### config.mk
export PLATFORM = sky130hd
export DESIGN_NAME = wb_stage_regfile
export DESIGN_NICKNAME = d
export VERILOG_FILES = /design/src/rtl/wb_stage_regfile.sv
export SDC_FILE = /design/constraint.sdc
export NUM_CORES = 2
export LEC_CHECK = 0
export CORE_ASPECT_RATIO = 0.9
export CORE_MARGIN = 2
export CORE_UTILIZATION = 50
export CTS_BUF_LIST = sky130_fd_sc_hd__clkbuf_8
export DETAILED_ROUTE_END_ITERATION = 7
export GPL_ROUTABILITY_DRIVEN = 0
export PLACE_DENSITY = 0.79
export SLEW_MARGIN = 20
export SYNTH_ARGS = -nofsm -noshare
export SYNTH_HDL_FRONTEND = slang
export SYNTH_SLANG_ARGS = --single-unit
### constraint.sdc
create_clock -name clk_i -period 81.3 [get_ports clk_i]
set_input_delay 24.39 -clock clk_i [delete_from_list [all_inputs] [get_ports clk_i]]
set_output_delay 24.39 -clock clk_i [all_outputs]
set_load 0.005 [all_outputs]
### src/rtl/wb_stage_regfile.sv
// ============================================================================
//  Module  : wb_stage_regfile
//  Brief   : Writeback stage plus 32-entry register file with bypass, PC
//            redirect and retired-instruction counter.
//  Rev     : 1.0  initial release
// ============================================================================
`default_nettype none

module wb_stage_regfile #(
  parameter int XLEN  = 32,
  parameter int NREGS = 32,
  parameter int CNT_W = 64
) (
  input  logic             clk_i,
  input  logic             reset_i,
  input  logic             valid_i,
  input  logic [XLEN-1:0]  pcNext_i,
  input  logic [XLEN-1:0]  pcIn_i,
  input  logic [XLEN-1:0]  valueplusImm_i,
  input  logic [XLEN-1:0]  pcplusImm_i,
  input  logic [XLEN-1:0]  ALUResult_i,
  input  logic [XLEN-1:0]  memWrite_out2_i,
  input  logic [4:0]       rd_i,
  input  logic             pcBranch_i,
  input  logic             RegWrite_i,
  input  logic             Con_Jalr_i,
  input  logic             LoadMux_i,
  input  logic             link_i,
  input  logic [4:0]       rs1_addr_i,
  input  logic [4:0]       rs2_addr_i,
  output logic [XLEN-1:0]  rs1_data_o,
  output logic [XLEN-1:0]  rs2_data_o,
  output logic             redirect_o,
  output logic [XLEN-1:0]  redirect_pc_o,
  output logic [CNT_W-1:0] retired_o
);

  localparam int c_AW = $clog2(NREGS);

  logic [XLEN-1:0]  r_regs [NREGS];
  logic             r_redirect;
  logic [XLEN-1:0]  r_redirect_pc;
  logic [CNT_W-1:0] r_retired;

  logic             w_commit;
  logic             w_take;
  logic [XLEN-1:0]  w_wb_data;
  logic [XLEN-1:0]  w_target;
  logic             w_unused;

  // pcIn_i and the jalr target LSB are intentionally not consumed.
  assign w_unused = ^{pcIn_i, valueplusImm_i[0]};

  assign w_commit = valid_i & RegWrite_i & (rd_i != 5'd0);
  assign w_take   = valid_i & (pcBranch_i | Con_Jalr_i);

  always_comb begin
    w_wb_data = ALUResult_i;
    if (link_i)
      w_wb_data = pcNext_i;
    else if (LoadMux_i)
      w_wb_data = memWrite_out2_i;
  end

  always_comb begin
    w_target = pcplusImm_i;
    if (Con_Jalr_i)
      w_target = {valueplusImm_i[XLEN-1:1], 1'b0};
  end

  always_ff @(posedge clk_i or posedge reset_i) begin
    if (reset_i) begin
      for (int i = 0; i < NREGS; i++)
        r_regs[i] <= '0;
    end else if (w_commit) begin
      r_regs[rd_i[c_AW-1:0]] <= w_wb_data;
    end
  end

  always_ff @(posedge clk_i or posedge reset_i) begin
    if (reset_i) begin
      r_redirect    <= 1'b0;
      r_redirect_pc <= '0;
      r_retired     <= '0;
    end else begin
      r_redirect <= w_take;
      if (w_take)
        r_redirect_pc <= w_target;
      if (valid_i)
        r_retired <= r_retired + CNT_W'(1);
    end
  end

  // Same-cycle bypass lets decode see the value being committed this edge.
  always_comb begin
    rs1_data_o = r_regs[rs1_addr_i[c_AW-1:0]];
    if (rs1_addr_i == 5'd0)
      rs1_data_o = '0;
    else if (w_commit && (rd_i == rs1_addr_i))
      rs1_data_o = w_wb_data;
  end

  always_comb begin
    rs2_data_o = r_regs[rs2_addr_i[c_AW-1:0]];
    if (rs2_addr_i == 5'd0)
      rs2_data_o = '0;
    else if (w_commit && (rd_i == rs2_addr_i))
      rs2_data_o = w_wb_data;
  end

  assign redirect_o    = r_redirect;
  assign redirect_pc_o = r_redirect_pc;
  assign retired_o     = r_retired;

  a_link_load_excl: assert property (@(posedge clk_i) disable iff (reset_i)
    !(valid_i && link_i && LoadMux_i));

endmodule

`default_nettype wire

==> results.cfg <==
[placement]
dp_worst_setup_slack_ns = 26.97
io_buffers = 342
detailed_place_hpwl_mm = 113

[sta]
setup_violations = 0
slew_violations = 0
whs_ns = 0.397
fmax_ghz = 0.0184
fin_ws_ns = 26.86
fin_skew_ns = 0.0284
slew_headroom = 0.179
tns_ns = 0
rsz0062_at_grt = no
post-route-period-util = 0.670
fin_crit_ns = 54.44
worst_pin_slew_ns = 1.23
finalHoldViolations = 0

[die]
ios = 376
die_x_um = 361
fp.dieArea_mm2 = 0.118
floorplan.rows = 117
die_y_um = 326
start_util = 0.506
core_mm2 = 0.114

[worst_setup_path]
cp-start-kind = input pin
rrSetupSlack_ns = 78.99
worst-setup-path-type = input pin to output pin
critPathCaptureType = output pin
required_ns = 56.91
crit_fanout = 60
crit_arrival_ns = 30.05

[global_routing]
grt_pass1_wl_mm = 291
grt_util_all_layers = 0.331
overflow = 0
grt_pass1_vias = 46901
grt_max_degree = 183
antenna_found_initial = 9

[finish]
final_core_util = 0.578
drive_above_1_share = 0.179
area_growth_pct = 14.3
nNetsFinal = 5632
fillCellCount = 9021

[detailed_routing]
first_pass_iters = 7
drc_errors = 0
drt_wl_total_mm = 195
wire_per_inst_um = 27.6
ant_nets = 0
drtIter0Drc = 6942
dr_total_vias = 47147
vias_per_cell = 6.69

[cts]
post_cts_buffers = 0
path_clk_slew_ns = 0.06
cts_tree = built
htreeDepth = 4
clkLatencyLatePin_ns = 0.90
cts_root_buffer = clkbuf_8
clockBufferDepth = 3
clock_sinks = 1121
cts_made_buffers = 184
cts-hold-fix-buffers = 0
cts_resized = 0

[synthesis]
syn-num-nets = 5508
syn_inst = 5292
synthArstFlopShare = 1.00
syn_area_mm2 = 0.0575
synth-edff-count = 0
synth_cell_type_count = 58
ys_seq_area_frac = 0.488
avgSynthCellArea_um2 = 10.9
synth-seq-cells = 1121
yosys_warnings = 0
synth_top_flop_cell = dfrtp_1

[power]
peakVddDrop_v = 0.0000175
power_density_mw_per_mm2 = 21.9
p_leak_uw = 0.0283

[outcome]
status = completed

[job]
maxCapViolCount = 0

[min_path]
hold_path_class = register to register
[cells in the final DEF, fill, tap and decap left out, types with 6 or more instances in the layout]
| cell | instances |
|---|---|
| a22oi_1 | 37 |
| nand2_1 | 1084 |
| buf_4 | 137 |
| and4_1 | 6 |
| xnor2_1 | 51 |
| a21oi_1 | 28 |
| or3_1 | 8 |
| and2_1 | 6 |
| a221o_1 | 13 |
| nand2_2 | 31 |
| xor2_1 | 22 |
| nor3_1 | 30 |
| a21oi_2 | 31 |
| a22o_1 | 33 |
| nand3_1 | 40 |
| clkbuf_8 | 231 |
| a31oi_1 | 12 |
| a221oi_1 | 83 |
| a211oi_1 | 22 |
| nor2_4 | 6 |
| o22ai_1 | 83 |
| nor2b_1 | 15 |
| nand4_1 | 18 |
| mux4_2 | 469 |
| o21ai_0 | 1092 |
| dfrtp_1 | 1121 |
| clkinv_2 | 20 |
| nand2b_1 | 14 |
| inv_12 | 6 |
| clkdlybuf4s50_1 | 330 |
| and3_1 | 26 |
| nor2_1 | 108 |
| diode_2 | 7 |
| or2_2 | 6 |
| mux2i_1 | 187 |
| inv_1 | 67 |
[flip-flops by register name, indices dropped and copies added (netlist names)]
name           cells
r_regs          1024
redirect_pc_o     32
retired_o         64
redirect_o         1
[metrics by stage]
step,instance area (µm²),power (µW),instances
4_1_cts,65600,1430,7044
2_1_floorplan,57500,836,5292
3_3_place_gp,61800,913,6716
6_report,65700,1440,7052
5_1_grt,65600,1490,7046
3_5_place_dp,61800,928,6716
[worst paths after layout]
| path | startpoint | end | cells past startpoint |
|---|---|---|---|
| worst min register to register | r_regs[1001] | r_regs[1001] | 0 |
| worst max-delay path | rs1_addr_i[0] | rs1_data_o[27] | 10 |
| min in group asynchronous | reset_i | redirect_pc_o[20] | 2 |
| max in group asynchronous | reset_i | r_regs[934] | 7 |
| worst max register to register | retired_o[0] | retired_o[48] | 7 |
| worst min-delay path | r_regs[1001] | r_regs[1001] | 0 |
[Yosys cell counts, drive strengths merged (4+ instances only)]
| cell type | n | area, µm² |
|---|---|---|
| xor2 | 22 | 193 |
| nor2 | 119 | 464 |
| a31oi | 12 | 75.1 |
| or2 | 6 | 37.5 |
| and2 | 9 | 58.8 |
| or3 | 9 | 57.6 |
| and4 | 8 | 72.6 |
| a22o | 33 | 289 |
| mux4 | 469 | 10600 |
| nor4 | 4 | 37.5 |
| mux2i | 187 | 1870 |
| nand2b | 14 | 87.6 |
| a221o | 13 | 130 |
| o22ai | 83 | 519 |
| dfrtp | 1121 | 28100 |
| nor2b | 17 | 106 |
| xnor2 | 51 | 447 |
| nand3 | 41 | 210 |
| buf | 131 | 754 |
| and3 | 26 | 163 |
| a211oi | 22 | 165 |
| or4 | 4 | 37.5 |
| a221oi | 83 | 727 |
| a21oi | 60 | 300 |
| a22oi | 37 | 278 |
| nor3 | 33 | 170 |
| nand2 | 1115 | 4190 |
| inv | 12 | 45.0 |
| o21ai | 1094 | 5480 |
| nand4 | 18 | 113 |
| clkbuf | 414 | 1550 |
[cell type report]
cell class	count	area [µm²]	share of cell area
Multi-Input combinational cell	3614	27300	0.416
Tap cell	1487	1860	0.0283
Clock buffer	231	3180	0.0484
Antenna cell	7	17.5	0.000267
Timing Repair Buffer	483	4530	0.0690
Inverter	12	52.6	0.000800
Clock inverter	97	623	0.00949
Sequential cell	1121	28100	0.427
[power by group]
| part | leakage (µW) | internal (µW) | switching, µW | total [µW] |
|---|---|---|---|---|
| clock | 0.00218 | 268 | 244 | 512 |
| sequential | 0.0151 | 625 | 52.1 | 677 |
| combinational | 0.0111 | 119 | 130 | 249 |
[worst max-delay path, stage by stage]
cell and delay, ns:
buf_8 0.51, buf_4 0.83, buf_4 0.83, buf_4 0.91
mux4_2 0.40, o22ai_1 0.10, nor2_1 0.19, o21ai_0 0.09
a221oi_1 0.96, clkdlybuf4s50_1 0.70
[logic make-up (layout without fill, tap and decap cells)]
| group | count (synthesis) | in the layout | synth area share |
|---|---|---|---|
| multiplexers | 658 | 658 | 0.217 |
| adder cells (fa/ha/maj) | 1 | 1 | 0.000218 |
| AND/OR/NAND/NOR | 1430 | 1430 | 0.102 |
| XOR/XNOR | 73 | 73 | 0.0111 |
| flip-flops | 1121 | 1121 | 0.488 |
| AO/OA/AOI/OAI | 1452 | 1452 | 0.141 |
| buffers and inverters | 557 | 823 | 0.0410 |
| other | 0 | 7 | 0 |
[per-layer routing]
layer | GRT usage | share of wire
met3 | 0.141 | 0.16
met1 | 0.426 | 0.36
met2 | 0.477 | 0.43
met5 | 0.000800 | 0.00023
met4 | 0.175 | 0.056
(Power assumes the default switching activity.)
